File: src/rtl/vga_timing_pkg.sv
// vga_timing_pkg
//   Shared definitions for the VGA timing generator: the default 640x480@60
//   timing constants, their derived totals and sync windows, the counter type,
//   and the 3-bit sync bundle carried through the optional sync delay line.
//   Used by vga_timing_gen and vga_delay_line.
package vga_timing_pkg;

    localparam int CNT_W     = 11;
    localparam int MAX_COUNT = 2047;

    typedef logic [CNT_W-1:0] cnt_t;

    // Default horizontal timing, in pixels.
    localparam int DEF_H_ACTIVE = 640;
    localparam int DEF_H_FP     = 16;
    localparam int DEF_H_SYNC   = 96;
    localparam int DEF_H_BP     = 48;

    // Default vertical timing, in lines.
    localparam int DEF_V_ACTIVE = 480;
    localparam int DEF_V_FP     = 10;
    localparam int DEF_V_SYNC   = 2;
    localparam int DEF_V_BP     = 33;

    localparam int DEF_PIPE_DELAY = 3;

    // Derived defaults: 800 x 525 totals, sync low on x 656..751 and y 490..491.
    localparam int DEF_H_TOTAL    = DEF_H_ACTIVE + DEF_H_FP + DEF_H_SYNC + DEF_H_BP;
    localparam int DEF_V_TOTAL    = DEF_V_ACTIVE + DEF_V_FP + DEF_V_SYNC + DEF_V_BP;
    localparam int DEF_HS_START   = DEF_H_ACTIVE + DEF_H_FP;
    localparam int DEF_HS_END     = DEF_HS_START + DEF_H_SYNC;
    localparam int DEF_VS_START   = DEF_V_ACTIVE + DEF_V_FP;
    localparam int DEF_VS_END     = DEF_VS_START + DEF_V_SYNC;

    // Sync bundle; hs/vs are active-low, blank_n is high in the active area.
    typedef struct packed {
        logic hs;
        logic vs;
        logic blank_n;
    } sync_t;

    localparam sync_t SYNC_IDLE = '{hs: 1'b1, vs: 1'b1, blank_n: 1'b0};

    // Half-open window test lo <= v < hi, all 11-bit unsigned.
    function automatic logic in_window(input cnt_t v, input cnt_t lo, input cnt_t hi);
        return (v >= lo) && (v < hi);
    endfunction

endpackage

File: src/rtl/vga_delay_line.sv
// vga_delay_line
//   DEPTH-stage shift register for the 3-bit sync bundle. Advances only on
//   pixel ticks so the delay is counted in pixels, and resets to the idle
//   sync pattern so the display sees no spurious sync while it refills.
// Ports:
//   iCLK    - clock, rising edge
//   iRST    - synchronous active-high reset (fills all stages with SYNC_IDLE)
//   tick_en - pixel-tick enable
//   d       - sync bundle entering the line
//   q       - sync bundle delayed by DEPTH ticks
module vga_delay_line
    import vga_timing_pkg::*;
#(
    parameter int DEPTH = DEF_PIPE_DELAY
) (
    input  logic  iCLK,
    input  logic  iRST,
    input  logic  tick_en,
    input  sync_t d,
    output sync_t q
);

    sync_t stage_q [DEPTH];

    // NOTE: storage arrays are normally left unreset; this one is only a few
    // flops and must come out of reset holding idle sync, so every stage is reset.
    always_ff @(posedge iCLK) begin
        if (iRST) begin
            for (int i = 0; i < DEPTH; i++) begin
                stage_q[i] <= SYNC_IDLE;
            end
        end else if (tick_en) begin
            stage_q[0] <= d;
            for (int i = 1; i < DEPTH; i++) begin
                stage_q[i] <= stage_q[i-1];
            end
        end
    end

    assign q = stage_q[DEPTH-1];

endmodule

File: src/rtl/vga_timing_gen.sv
// vga_timing_gen
//   VGA raster timing: x/y counters, active flag, line/frame start pulses and
//   active-low HS/VS with a blank_n display enable. All state advances only
//   on cycles with iPIX_EN=1.
//   Build option: define VGA_SYNC_DELAY_EN to delay oHS/oVS/oBlank_N by
//   PIPE_DELAY pixel ticks (vga_delay_line) so they line up with a pixel
//   pipeline; undefined, they are aligned with the counters.
// Ports:
//   iCLK, iRST            - clock; synchronous active-high reset
//   iPIX_EN               - pixel-tick enable
//   oVga_x, oVga_y        - 11-bit pixel / line counters
//   oActive               - visible area flag (never delayed)
//   oLine_Start           - one-cycle pulse when x wraps to 0
//   oFrame_Start          - one-cycle pulse when x and y wrap to 0
//   oHS, oVS              - active-low syncs
//   oBlank_N              - display enable
module vga_timing_gen
    import vga_timing_pkg::*;
#(
    parameter int H_ACTIVE   = DEF_H_ACTIVE,
    parameter int H_FP       = DEF_H_FP,
    parameter int H_SYNC     = DEF_H_SYNC,
    parameter int H_BP       = DEF_H_BP,
    parameter int V_ACTIVE   = DEF_V_ACTIVE,
    parameter int V_FP       = DEF_V_FP,
    parameter int V_SYNC     = DEF_V_SYNC,
    parameter int V_BP       = DEF_V_BP,
    parameter int PIPE_DELAY = DEF_PIPE_DELAY
) (
    input  logic              iCLK,
    input  logic              iRST,
    input  logic              iPIX_EN,
    output logic [CNT_W-1:0]  oVga_x,
    output logic [CNT_W-1:0]  oVga_y,
    output logic              oActive,
    output logic              oLine_Start,
    output logic              oFrame_Start,
    output logic              oHS,
    output logic              oVS,
    output logic              oBlank_N
);

    localparam int H_TOTAL_I = H_ACTIVE + H_FP + H_SYNC + H_BP;
    localparam int V_TOTAL_I = V_ACTIVE + V_FP + V_SYNC + V_BP;

    localparam cnt_t H_LAST   = cnt_t'(H_TOTAL_I - 1);
    localparam cnt_t V_LAST   = cnt_t'(V_TOTAL_I - 1);
    localparam cnt_t H_ACT    = cnt_t'(H_ACTIVE);
    localparam cnt_t V_ACT    = cnt_t'(V_ACTIVE);
    localparam cnt_t HS_START = cnt_t'(H_ACTIVE + H_FP);
    localparam cnt_t HS_END   = cnt_t'(H_ACTIVE + H_FP + H_SYNC);
    localparam cnt_t VS_START = cnt_t'(V_ACTIVE + V_FP);
    localparam cnt_t VS_END   = cnt_t'(V_ACTIVE + V_FP + V_SYNC);

    generate
        if (H_TOTAL_I > MAX_COUNT || V_TOTAL_I > MAX_COUNT || PIPE_DELAY < 1) begin : g_param_check
            $error("vga_timing_gen: totals must fit 11 bits and PIPE_DELAY must be >= 1");
        end
    endgenerate

    cnt_t  x_q, y_q, x_nxt, y_nxt;
    logic  started_q;
    logic  active_q, line_q, frame_q;
    logic  line_wrap, frame_wrap;
    sync_t sync_q, sync_nxt;

    // Next raster position. Out of reset the first tick re-presents (0,0) and
    // flags it as a frame start instead of stepping to x=1.
    always_comb begin
        // NOTE: every signal written here gets a default first, so no path
        // through the branches can leave one unassigned and infer a latch.
        x_nxt      = x_q + cnt_t'(1);
        y_nxt      = y_q;
        line_wrap  = 1'b0;
        frame_wrap = 1'b0;
        if (!started_q) begin
            x_nxt      = '0;
            y_nxt      = '0;
            line_wrap  = 1'b1;
            frame_wrap = 1'b1;
        end else if (x_q == H_LAST) begin
            x_nxt     = '0;
            line_wrap = 1'b1;
            if (y_q == V_LAST) begin
                y_nxt      = '0;
                frame_wrap = 1'b1;
            end else begin
                y_nxt = y_q + cnt_t'(1);
            end
        end

        sync_nxt.hs      = !in_window(x_nxt, HS_START, HS_END);
        sync_nxt.vs      = !in_window(y_nxt, VS_START, VS_END);
        sync_nxt.blank_n = (x_nxt < H_ACT) && (y_nxt < V_ACT);
    end

    // NOTE: sequential state uses non-blocking assignments so every flop
    // samples pre-edge values regardless of statement order.
    always_ff @(posedge iCLK) begin
        if (iRST) begin
            x_q       <= '0;
            y_q       <= '0;
            started_q <= 1'b0;
            active_q  <= 1'b0;
            line_q    <= 1'b0;
            frame_q   <= 1'b0;
            sync_q    <= SYNC_IDLE;
        end else begin
            // Pulses last one iCLK cycle; non-tick edges clear them.
            line_q  <= 1'b0;
            frame_q <= 1'b0;
            if (iPIX_EN) begin
                x_q       <= x_nxt;
                y_q       <= y_nxt;
                started_q <= 1'b1;
                active_q  <= sync_nxt.blank_n;
                line_q    <= line_wrap;
                frame_q   <= frame_wrap;
                sync_q    <= sync_nxt;
            end
        end
    end

    assign oVga_x       = x_q;
    assign oVga_y       = y_q;
    assign oActive      = active_q;
    assign oLine_Start  = line_q;
    assign oFrame_Start = frame_q;

`ifdef VGA_SYNC_DELAY_EN
    sync_t sync_dly;

    vga_delay_line #(
        .DEPTH (PIPE_DELAY)
    ) u_sync_dly (
        .iCLK    (iCLK),
        .iRST    (iRST),
        .tick_en (iPIX_EN),
        .d       (sync_q),
        .q       (sync_dly)
    );

    assign oHS      = sync_dly.hs;
    assign oVS      = sync_dly.vs;
    assign oBlank_N = sync_dly.blank_n;
`else
    assign oHS      = sync_q.hs;
    assign oVS      = sync_q.vs;
    assign oBlank_N = sync_q.blank_n;
`endif

endmodule
File: config.mk
export PLATFORM = sky130hd
export DESIGN_NAME = vga_timing_gen
export DESIGN_NICKNAME = d
export VERILOG_FILES = /design/src/rtl/vga_timing_pkg.sv /design/src/rtl/vga_delay_line.sv /design/src/rtl/vga_timing_gen.sv
export SDC_FILE = /design/constraint.sdc
export NUM_CORES = 1
export LEC_CHECK = 0
export ABC_AREA = 1
export BUFFER_PORTS_ARGS = -buffer_cell sky130_fd_sc_hd__buf_2
export CORE_MARGIN = 2
export CORE_UTILIZATION = 44
export DETAILED_ROUTE_END_ITERATION = 16
export PLACE_DENSITY = 0.7
export SLEW_MARGIN = 5
export SYNTH_ARGS = -nofsm -noshare
export SYNTH_HDL_FRONTEND = slang
export SYNTH_HIERARCHICAL = 1
export SYNTH_SLANG_ARGS = --single-unit
File: constraint.sdc
create_clock -name iCLK -period 3.8 [get_ports iCLK]
set_clock_uncertainty 0.1 [all_clocks]
set_input_delay 0.38 -clock iCLK [delete_from_list [all_inputs] [get_ports iCLK]]
set_output_delay 0.38 -clock iCLK [all_outputs]
set_load 0.01 [all_outputs]
==> results.txt, run 1 <==
----------------------------------------------------
[Worst setup path]
  Dominant cell type by count on the critical path ... nand2_1
  Reg2reg end ... oVS$_SDFFE_PP1P_
  Crit path max fanout ... 9
  CP cell instances ... ha_1 > nand2_2 > nor2_8 > nand2_2 > nor2_8 > nand2_1 > xor2_1 > nand3_1 > nor2_1 > nand3_1 > nand2_1 > nand2_1
  Crit path max-delay family ... simple AND/OR/NAND/NOR gates
  Cell with the biggest individual delay on the critical path ... dfxtp_1
  Critical path buffers and inverters ... 0
  Critical path start-end classification ... reg -> reg
  Slack of the worst reg-to-reg path ... 1730 ps
  Critical path data arrival time ... ~2200 ps
  CP required ... approximately 3900 ps
  Critical path capture point type ... flip-flop
  Largest stage delay on the critical path ... 430 ps
  Logic depth of the worst register-to-register path ... 12
  Startpoint class of the critical path ... flip-flop
  Startpoint of the worst register-to-register path ... oVga_x[0]$_SDFFE_PP0P_

[Clock tree]
  Count of H-tree levels built during CTS ... 1
  CTS root buf ... clkbuf_8
  Count of cells resized by post-cts repair ... 0
  Clock tree from TritonCTS ... yes
  Number of CTS-inserted buffers ... 3
  Source-to-sink clock delay at the later pin of the worst-skew pair ... between 200 and 300 ps
  Number of sinks driven by the clock tree ... 28
  Hold_buf cts ... 0
  Post-CTS setup repair buffer count ... 0
  Longest Clk Path Bufs ... 2
  Clock-pin slew reported for the worst setup and hold paths after clock tree synthesis ... approximately 100 ps

[Yosys]
  Synth Warn # ... 6
  Simple-gate share of the synthesized area ... between 40% and 50%
  Largest family of logic cells by synthesized area ... simple AND/OR/NAND/NOR gates
  Most used flip-flop cell after synthesis ... dfxtp_1
  Unique masters post-synth ... 28
  Cell area after technology mapping ... 1780 um2
  Count of flip-flops with a built-in enable after synthesis ... 0
  Post-synthesis compound-gate area fraction ... approximately 15%
  Sequential area share after synthesis ... a little under a third
  Gate Count Post-Synth ... 282
  Proportion of synthesized flip-flops having asynchronous set or reset ... 0%
  Count of state elements after synthesis ... 28
  Adder-cell area share of the yosys netlist ... under 10%
  Synth Area in XOR/XNOR ... less than 1%
  Average cell area after synthesis ... between 6 and 7 um2
  Multiplexer share of the synthesized area ... 0%
  Synthesized Nets ... ~290

[Routing]
  Wirelength per Cell ... roughly 13 um
  Antenna Nets Post-Route ... 0
  Final routed DRC violation total ... 0
  Vias after detailed routing ... between 1500 and 2000
  Iteration-0 DRC count of the detailed router ... between 100 and 150
  Via density ... around 5.4
  First-pass detailed-route iteration total ... 4
  Routed wire length ... about 4600 um

[Floorplan]
  X dimension of the die ... approximately 68 um
  Die height ... ~68 um
  Floorplan row count ... 23
  Boundary pin count ... 31
  Die area ... around 4600 um2
  Starting density of the core ... between 40% and 50%
  Core area ... slightly below 4000 um2

[Final layout]
  Total area of multi-input combinational cells ... 1050 um2
  Layout fillers ... between 300 and 400
  Number of diodes added for antenna fixing ... 0
  Fraction of final layout cells sized beyond drive strength 1 ... between 10% and 20%
  Flip-flop and latch area ... 561 um2
  Total number of nets in the final design ... roughly 320
  Area delta synth->final ... 13.8%

[STA]
  Sum of negative setup slack ... 0 ps
  Headroom to the max-slew limit ... ~62%
  Unrepaired setup endpoints after global routing ... no
  Achievable Freq ... 0.484 GHz
  Number of setup violations in the final report ... 0
  Clock period minus final worst setup slack ... between 2000 and 2500 ps
  Hold violation total from the final report ... 0
  Part of the cycle the worst path needs ... 54.4%
  Slew Limit Fails ... 0
  Least-Margin Pin Slew ... between 500 and 600 ps

[Power]
  Power Total ... ~640 uW
  Leak Pwr ... between 0.9 and 1 nW
  Power Dens Cells ... 318 nW/um2
  Highest ir drop seen on vdd ... between 0.15 and 0.2 mV

[GRT]
  Largest net degree at the start of global routing ... 32
  Overall track demand over capacity in global routing ... 21.2%
  Global-route wire length before repair ... ~7400 um
  Total global routing overflow ... 0
  Layer with the highest usage after global routing ... met2
  Global routing usage on met1 ... a little under a third
  Vias in the first global route ... 1632
  Initial antenna violation count ... 0
  Met3 track demand over resource ... under 10%
  Grt met2 use ... roughly 33%

[Worst hold path]
  Class of the tightest hold or removal check ... in -> reg
  Startpoint of the most critical hold path ... iRST
  Worst Hold End ... oVga_x[1]$_SDFFE_PP0P_
  Number of cells on the worst hold path ... 2

[Run]
  Max-cap check violation count ... 0

[Placement]
  Final Wtd Congestion ... a little under 0.9
  Post-DP HPWL ... 3390 um
  Number of buffers inserted by port buffering ... 30

[Outcome]
  Run status ... finished, final reports clean

----------------------------------------------------
==> layout make-up <==
cell class	count	share of cell area, %
Tap cell	50	3.08
Clock inverter	1	1.48
Multi-Input combinational cell	210	51.7
Inverter	36	6.66
Clock buffer	3	2.03
Timing Repair Buffer	30	7.40
Sequential cell	28	27.6
==> cell families after synthesis <==
logic type / count (synthesis)
AOI/OAI and AO/OA: 49
xor gates and xnor gates: 1
adders and majority gates: 3
buffers and inverters: 44
DFF: 28
and+or+nand+nor: 157
==> metrics by stage <==
stage | instances | setup slack (ps) | hold slack, ps | util (%) | instance area (um2)
final | 358 | 1730 | 291 | 51.5 | 2030
after global routing | 358 | 1540 | 308 | 51.5 | 2030
after CTS | 358 | 1740 | 291 | 51.5 | 2030
after detailed placement | 354 | 1770 | 358 | 49.7 | 1960
after global placement | 354 | 1810 | 362 | 49.7 | 1960
after floorplan | 282 | 1850 | 403 | - | 1780
==> Yosys cell counts, types with 2 or more instances <==
| cell | count | area share (%) |
|---|---|---|
| o21bai_1 | 2 | 0.84 |
| inv_1 | 34 | 7.2 |
| nand4_1 | 9 | 3.2 |
| nand2_1 | 72 | 15 |
| clkbuf_1 | 6 | 1.3 |
| nand3_1 | 37 | 10 |
| inv_2 | 2 | 0.42 |
| nor3_1 | 2 | 0.56 |
| nand3_2 | 2 | 1.1 |
| nor2_8 | 2 | 2.2 |
| nor2_1 | 28 | 5.9 |
| nand2_2 | 3 | 1.1 |
| dfxtp_1 | 28 | 31 |
| a21oi_1 | 18 | 5.1 |
| ha_1 | 3 | 2.1 |
| o21ai_0 | 22 | 6.2 |
==> per-layer routing <==
layer	share of wire (%)	wire, um	vias to the layer above
li1	-	-	986
met3	5.4	247	8
met5	0	0	-
met4	1.4	63	0
met2	45	2070	59
met1	48	2190	884
==> placed cells by master (no fill, tap or decap) <==
| master | netlist | routed |
|---|---|---|
| inv_2 | 2 | 2 |
| inv_1 | 34 | 34 |
| dfxtp_1 | 28 | 28 |
| nor2_1 | 28 | 28 |
| a211oi_1 | 1 | 1 |
| clkbuf_8 | 0 | 3 |
| o32ai_1 | 1 | 1 |
| xor2_1 | 1 | 1 |
| nand3_1 | 37 | 37 |
| nand4_1 | 9 | 9 |
| a21o_2 | 1 | 1 |
| nand2_1 | 72 | 72 |
| a221oi_1 | 1 | 1 |
| ha_1 | 3 | 3 |
| o21ai_0 | 22 | 22 |
| nor2_2 | 1 | 1 |
| a22oi_1 | 1 | 1 |
| nand3_4 | 1 | 1 |
| o21bai_1 | 2 | 2 |
| o41ai_1 | 1 | 1 |
| buf_2 | 0 | 30 |
| nand2_2 | 3 | 3 |
| a21oi_1 | 18 | 18 |
| nor2_8 | 2 | 2 |
| o21ai_2 | 1 | 1 |
| nand3_2 | 2 | 2 |
| bufinv_16 | 0 | 1 |
| nor3_1 | 2 | 2 |
==> sequential cells by signal (all words and copies together), names as in the netlist <==
name          count
oVga_x           11
oVga_y           11
oBlank_N          1
oFrame_Start      1
oHS               1
oLine_Start       1
oVS               1
started_q         1
==> report_power, final <==
| group | total, mW | switching, mW | internal [mW] | leakage, nW |
|---|---|---|---|---|
| sequential | 0.326 | 0.0204 | 0.306 | 0.229 |
| clock | 0.239 | 0.0980 | 0.141 | 0.0357 |
| combinational | 0.0794 | 0.0520 | 0.0275 | 0.714 |
| total | 0.645 | 0.170 | 0.475 | 0.979 |
==> how the worst max path moves through the flow <==
stage,slack (ps),cells after the start,from,to
2_1_floorplan,1850,12,oVga_x[0]$_SDFFE_PP0P_,oVS$_SDFFE_PP1P_
3_3_place_gp,1810,12,oVga_x[0]$_SDFFE_PP0P_,oVS$_SDFFE_PP1P_
3_5_place_dp,1770,12,oVga_x[0]$_SDFFE_PP0P_,oVS$_SDFFE_PP1P_
4_1_cts,1740,12,oVga_x[0]$_SDFFE_PP0P_,oVS$_SDFFE_PP1P_
5_1_grt,1540,12,oVga_x[0]$_SDFFE_PP0P_,oVS$_SDFFE_PP1P_
6_report,1730,12,oVga_x[0]$_SDFFE_PP0P_,oVS$_SDFFE_PP1P_
No activity file was read; power rests on OpenSTA's default activity.
==> inputs of run 2 (changes only) <==
--- a/config.mk
+++ b/config.mk
@@ -10,7 +10,7 @@
 export CORE_MARGIN = 2
 export CORE_UTILIZATION = 44
 export DETAILED_ROUTE_END_ITERATION = 16
-export PLACE_DENSITY = 0.7
+export PLACE_DENSITY = 0.73
 export SLEW_MARGIN = 5
 export SYNTH_ARGS = -nofsm -noshare
 export SYNTH_HDL_FRONTEND = slang
==> constraint.sdc (replaced) <==
create_clock -name iCLK -period 1.8 [get_ports iCLK]
set_clock_uncertainty 0.1 [all_clocks]
set_input_delay 0.18 -clock iCLK [delete_from_list [all_inputs] [get_ports iCLK]]
set_output_delay 0.18 -clock iCLK [all_outputs]
set_load 0.01 [all_outputs]
==> run 2 against run 1 <==
- the run now ends with negative setup slack left
- clock power is 53% higher
- cell count grew 7.8%
- flip-flop and latch count stayed put
- global-route usage rose by 2.5 points
- worst hold slack lost 170 ps
- fmax up 12%
- critical path type unchanged
- largest power group unchanged
==> results.txt, run 2 (synthesis gave the netlist of run 1 again) <==
----------------------------------------------------
[Worst hold path]
  Class of the tightest hold or removal check ... in -> reg
  Number of cells on the worst hold path ... 2 (unchanged)
  Startpoint of the most critical hold path ... iRST

[Routing]
  Final routed DRC violation total ... 0 (unchanged)
  Iteration-0 DRC count of the detailed router ... 122 (+17%)
  First-pass detailed-route iteration total ... 5 (+1)
  Routed wire length ... 5350 um (+17%)
  Vias after detailed routing ... 2047 (+5.7%)
  Antenna Nets Post-Route ... 0 (unchanged)
  Wirelength per Cell ... 13.9 um (+8.5%)
  Via density ... 5.30 (-2.0%)

[Run]
  Max-cap check violation count ... 0 (unchanged)

[Worst setup path]
  Crit path max fanout ... 5 (-4)
  Logic depth of the worst register-to-register path ... 12 (unchanged)
  Critical path capture point type ... flip-flop
  Critical path start-end classification ... reg -> reg
  CP required ... 1880 ps (-2010 ps)
  First element of the critical path ... oVga_y[1]$_SDFFE_PP0P_
  Startpoint class of the critical path ... flip-flop
  Startpoint of the worst register-to-register path ... oVga_y[1]$_SDFFE_PP0P_
  Critical path data arrival time ... 1930 ps (-220 ps)

[STA]
  Number of setup violations in the final report ... 2 (+2)
  Part of the cycle the worst path needs ... 103% (+48 points)
  Slew Limit Fails ... 0 (unchanged)
  Unrepaired setup endpoints after global routing ... yes
  Headroom to the max-slew limit ... 74.3% (+12 points)
  Hold violation total from the final report ... 0 (unchanged)
  Least-Margin Pin Slew ... 383 ps (-185 ps)
  Achievable Freq ... 0.540 GHz (+12%)
  Worst setup slack after layout ... -50.4 ps (-1780 ps)
  Clock period minus final worst setup slack ... 1850 ps (-216 ps)

[GRT]
  Vias in the first global route ... 1721 (+5.5%)
  Largest net degree at the start of global routing ... 20 (-38%)
  Overall track demand over capacity in global routing ... 23.8% (+2.5 points)
  Total global routing overflow ... 0 (unchanged)
  Initial antenna violation count ... 0 (unchanged)
  Global-route wire length before repair ... 8200 um (+10%)

[Placement]
  Final Wtd Congestion ... 0.945 (+8.1%)
  Place WS ... -74.1 ps (-1850 ps)
  Number of buffers inserted by port buffering ... 30 (unchanged)
  Post-DP HPWL ... 3830 um (+13%)

[Floorplan]
  Starting density of the core ... 45.2% (unchanged)
  Die area ... 4580 um2 (unchanged)
  Boundary pin count ... 31 (unchanged)
  X dimension of the die ... 67.7 um (unchanged)
  Floorplan row count ... 23 (unchanged)
  Core area ... 3940 um2 (unchanged)
  Die height ... 67.7 um (unchanged)

[Final layout]
  Fraction of final layout cells sized beyond drive strength 1 ... 29.8% (+15 points)
  Leading cell type in the layout, fill and taps excluded ... nand2_1
  Total number of nets in the final design ... 343 (+8.9%)
  Top library cells by usage in the layout, fill and taps aside ... nand2_1, inv_1, nand3_1
  Number of diodes added for antenna fixing ... 0 (unchanged)
  Area delta synth->final ... 30.7%

[Power]
  Power Dens Cells ... 546 nW/um2 (+72%)
  Power Total ... 1.27 mW (+97%)
  Highest ir drop seen on vdd ... 0.399 mV (+120%)
  Leak Pwr ... 1.14 nW (+16%)

[Clock tree]
  Clock tree from TritonCTS ... yes
  Count of H-tree levels built during CTS ... 1 (unchanged)
  CTS root buf ... clkbuf_8
  Longest Clk Path Bufs ... 2 (unchanged)
  Number of CTS-inserted buffers ... 3 (unchanged)
  Number of sinks driven by the clock tree ... 28 (unchanged)
  Source-to-sink clock delay at the later pin of the worst-skew pair ... 280 ps (about the same)
  Clock-pin slew reported for the worst setup and hold paths after clock tree synthesis ... 100 ps (about the same)

[Outcome]
  Violated checks ... negative setup slack
  Run status ... finished with violations

----------------------------------------------------
==> run 2: cell types whose count changed in the layout (fill, tap and decap cells not counted), sizes merged <==
| cell | change |
|---|---|
| buf | +28 |
| bufinv | -1 |
| clkbuf | +1 |
==> run 2: worst paths after layout <==
kind / slack [ps] / endpoint
worst min register to register: 390 / oBlank_N$_SDFFE_PP0P_
worst max register to register: -50 / oVS$_SDFFE_PP1P_
worst min-delay path: 120 / oVga_x[1]$_SDFFE_PP0P_
worst max-delay path: -50 / oVS$_SDFFE_PP1P_
==> run 2: cell type report <==
cell class | count | area [um2]
Fill cell | 338 | 1610
Multi-Input combinational cell | 210 | 1150
Sequential cell | 28 | 569
Timing Repair Buffer | 58 | 368
Inverter | 36 | 135
Tap cell | 50 | 62.6
Clock buffer | 4 | 45.0
==> run 2: where the power goes <==
part / switching [mW] / internal, mW / total (mW)
logic: 0.145 / 0.0870 / 0.232
clock network: 0.206 / 0.159 / 0.365
registers: 0.0291 / 0.646 / 0.675
total: 0.380 / 0.892 / 1.27
==> run 2: routing by layer <==
layer | wire length, um | vias up | track usage (%)
li1 | - | 1038 | -
met1 | 2380 | 918 | 34.1
met2 | 2460 | 83 | 36.9
met3 | 425 | 8 | 3.17
met4 | 79 | 0 | 6.89
met5 | 0 | - | 0
==> run 2: timing repair <==
item | 4_1_cts | 5_1_grt
resized for setup | 5 | 26
hold buffers | 0 | 0
setup endpoints to repair | 2 | 6
buffers inserted | 6 | 4
pin swaps | 2 | 14
==> run 2: critical path: stages (launching register included) <==
cell and delay, ps:
dfxtp_1 330, buf_4 150, inv_1 80, ha_1 150, nand4_1 140, nor2_2 180, o21ai_0 110, nand3_1 120
nand3_2 90, nor2_2 120, nand3_1 80, nand2_1 60, nand2_1 40
==> run 2: metrics by stage <==
stage	setup TNS [ps]	std cells	cell area, um2	hold slack, ps	util [%]
3_3_place_gp	0	372	2110	366	53.5
3_5_place_dp	-74.1	372	2110	373	53.5
5_1_grt	-332	386	2330	124	59.1
6_report	-67.2	386	2330	118	59.1
4_1_cts	0	382	2220	115	56.4
2_1_floorplan	0	282	1800	291	-
==> inputs of run 3 (changes only) <==
--- a/config.mk
+++ b/config.mk
@@ -10,7 +10,9 @@
 export CORE_MARGIN = 2
 export CORE_UTILIZATION = 44
 export DETAILED_ROUTE_END_ITERATION = 16
-export PLACE_DENSITY = 0.73
+export GPL_TIMING_DRIVEN = 0
+export PLACE_DENSITY = 0.68
+export SETUP_SLACK_MARGIN = 0.4
 export SLEW_MARGIN = 5
 export SYNTH_ARGS = -nofsm -noshare
 export SYNTH_HDL_FRONTEND = slang
==> run 3 against run 2 <==
- the run still ends with negative setup slack left
- sequential share of layout area fell by 0.82 points
- via count rose by 2.5%
- sequential power rose by 0.7%
- register-to-register slack got worse by 60 ps
- cell count did not move
- combinational power rose by 16%
- utilization rose by 5.4 points
- total power rose by 3.2%
==> results.txt, run 3 (synthesis gave the netlist of run 1 again) <==
----------------------------------------------------
[Outcome]
  Run status ... finished with violations
  Violated checks ... negative setup slack

[Final layout]
  Number of non-filler instances in the completed layout ... 386 (unchanged)
  Area delta synth->final ... 42.7%
  Total number of nets in the final design ... 343 (unchanged)
  Number of diodes added for antenna fixing ... 0 (unchanged)
  Top library cells by usage in the layout, fill and taps aside ... nand2_1, inv_1, buf_2
  Fraction of final layout cells sized beyond drive strength 1 ... 38.1% (+8.3 points)
  Post-layout util ... 64.6% (+5.4 points)
  Leading cell type in the layout, fill and taps excluded ... nand2_1
  Layout fillers ... 343 (+1.5%)

[Worst hold path]
  Class of the tightest hold or removal check ... in -> reg

[Clock tree]
  Number of CTS-inserted buffers ... 3 (unchanged)
  Longest Clk Path Bufs ... 2 (unchanged)
  Number of sinks driven by the clock tree ... 28 (unchanged)
  Hold_buf cts ... 0 (unchanged)
  CTS root buf ... clkbuf_8
  Clock-pin slew reported for the worst setup and hold paths after clock tree synthesis ... 110 ps (about the same)
  Clock tree from TritonCTS ... yes
  Source-to-sink clock delay at the later pin of the worst-skew pair ... 280 ps (about the same)
  Count of H-tree levels built during CTS ... 1 (unchanged)

[Floorplan]
  X dimension of the die ... 67.7 um (unchanged)
  Floorplan row count ... 23 (unchanged)
  Die height ... 67.7 um (unchanged)
  Die area ... 4580 um2 (unchanged)
  Core area ... 3940 um2 (unchanged)
  Starting density of the core ... 45.2% (unchanged)
  Boundary pin count ... 31 (unchanged)

[Worst setup path]
  Slack of the worst reg-to-reg path ... -110 ps (-60 ps)
  Startpoint class of the critical path ... flip-flop
  Reg2reg end ... oVS$_SDFFE_PP1P_
  First element of the critical path ... oVga_x[1]$_SDFFE_PP0P_
  Crit path max fanout ... 6 (+1)
  Critical path start-end classification ... reg -> reg
  Largest stage delay on the critical path ... 380 ps (+50 ps)
  Worst setup path end ... oVS$_SDFFE_PP1P_
  Critical path capture point type ... flip-flop
  Dominant cell type by count on the critical path ... nand3_1
  CP cell instances ... ha_4 > nand2_4 > nor2_8 > nand2_8 > nor2_8 > nand3_1 > nand2_4 > nand3_1 > nor2_1 > nand3_1 > nand2_1 > nand2_1
  Cell with the biggest individual delay on the critical path ... dfxtp_4
  Cell count along the critical path ... 12 (unchanged)
  Startpoint of the worst register-to-register path ... oVga_x[1]$_SDFFE_PP0P_
  Logic depth of the worst register-to-register path ... 12 (unchanged)
  Critical path buffers and inverters ... 0 (-2)
  Crit path max-delay family ... simple AND/OR/NAND/NOR gates
  CP required ... 1890 ps (about the same)
  Critical path data arrival time ... 2000 ps (+70 ps)

[STA]
  Headroom to the max-slew limit ... 63.5% (-11 points)
  Worst setup slack after layout ... -110 ps (-59.6 ps)
  Slew Limit Fails ... 0 (unchanged)
  Number of setup violations in the final report ... 3 (+1)
  Clock period minus final worst setup slack ... 1910 ps (+59.6 ps)
  Achievable Freq ... 0.524 GHz (-3.1%)
  Part of the cycle the worst path needs ... 106% (+3.3 points)
  Least-Margin Pin Slew ... 547 ps (+164 ps)
  Hold violation total from the final report ... 0 (unchanged)
  Unrepaired setup endpoints after global routing ... yes

[Routing]
  Iteration-0 DRC count of the detailed router ... 175 (+43%)
  Final routed DRC violation total ... 0 (unchanged)
  First-pass detailed-route iteration total ... 5 (unchanged)
  Vias after detailed routing ... 2099 (+2.5%)
  Routed wire length ... 5870 um (+9.8%)
  Via density ... 5.44 (+2.5%)
  Antenna Nets Post-Route ... 0 (unchanged)
  Wirelength per Cell ... 15.2 um (+9.8%)

[Power]
  Power Dens Cells ... 516 nW/um2 (-5.5%)
  Leak Pwr ... 1.14 nW (+0.33%)
  Highest ir drop seen on vdd ... 0.498 mV (+25%)

[GRT]
  Largest net degree at the start of global routing ... 16 (-20%)
  Overall track demand over capacity in global routing ... 26.2% (+2.5 points)
  Global-route wire length before repair ... 9070 um (+11%)
  Initial antenna violation count ... 0 (unchanged)
  Total global routing overflow ... 0 (unchanged)
  Vias in the first global route ... 1963 (+14%)

[Placement]
  Number of buffers inserted by port buffering ... 30 (unchanged)
  Total placed cells including tap cells ... 362 (-2.7%)
  Post-DP HPWL ... 3750 um (-2.1%)
  Final Wtd Congestion ... 0.899 (-4.9%)
  Place WS ... -132 ps (-57.9 ps)

[Run]
  Max-cap check violation count ... 0 (unchanged)

----------------------------------------------------
run 3: cell count changes in the layout (fill, tap and decap cells not counted), sizes merged:
cell and delta:
clkbuf +8, buf -10, nand3 +1, nor2 +1
run 3: worst min-delay path: cells and delay by family:
family	cells	cell delay (ps)
buf+inv	2	220
simple gates	1	90
compound gates	1	60
run 3: power by group:
group          switching, mW  internal [mW]
Combinational          0.163          0.106
Clock                  0.205          0.159
Sequential            0.0417          0.638
Total                  0.410          0.903
run 3: layout make-up:
cell class,count,area [um2],area share [%]
Buffer,8,37.5,1.47
Inverter,36,148,5.80
Clock buffer,4,45.0,1.77
Tap cell,50,62.6,2.46
Sequential cell,28,601,23.6
Multi-Input combinational cell,212,1340,52.6
Timing Repair Buffer,48,314,12.3
run 3: stage by stage:
step                total power, mW  area, um2  TNS, ps  hold WS, ps
detailed placement            0.891       2050     -318          356
finish                         1.31       2540     -180          196
floorplan                     0.819       1840        0          299
global placement              0.888       2050     -332          350
global route                   1.36       2540     -558          253
CTS                            1.27       2330    -52.7          196
run 3: worst min-delay path by stage:
stage / startpoint / to / depth (start not counted)
after floorplan: iPIX_EN / oVga_x[1]$_SDFFE_PP0P_ / 3
after global placement: oVS$_SDFFE_PP1P_ / oVS$_SDFFE_PP1P_ / 2
after detailed placement: oHS$_SDFFE_PP1P_ / oHS$_SDFFE_PP1P_ / 2
after CTS: iPIX_EN / oVga_x[1]$_SDFFE_PP0P_ / 4
after global routing: iRST / oVga_y[2]$_SDFFE_PP0P_ / 4
final: iPIX_EN / oVga_x[1]$_SDFFE_PP0P_ / 4
run 3: per-layer routing:
metal | GRT usage (%) | part of all wire [%] | vias up
li1 | - | - | 1046
met1 | 32.8 | 43 | 954
met2 | 45.6 | 48 | 81
met3 | 3.50 | 6.0 | 18
met4 | 9.69 | 2.5 | 0
met5 | 0 | 0 | -
run 3: repair_timing:
action / 4_1_cts / 5_1_grt
setup buffers: 9 / 9
gates cloned: 2 / 0
pin swaps: 17 / 17
endpoints found under the setup margin: 26 / 27
resized for setup: 40 / 43
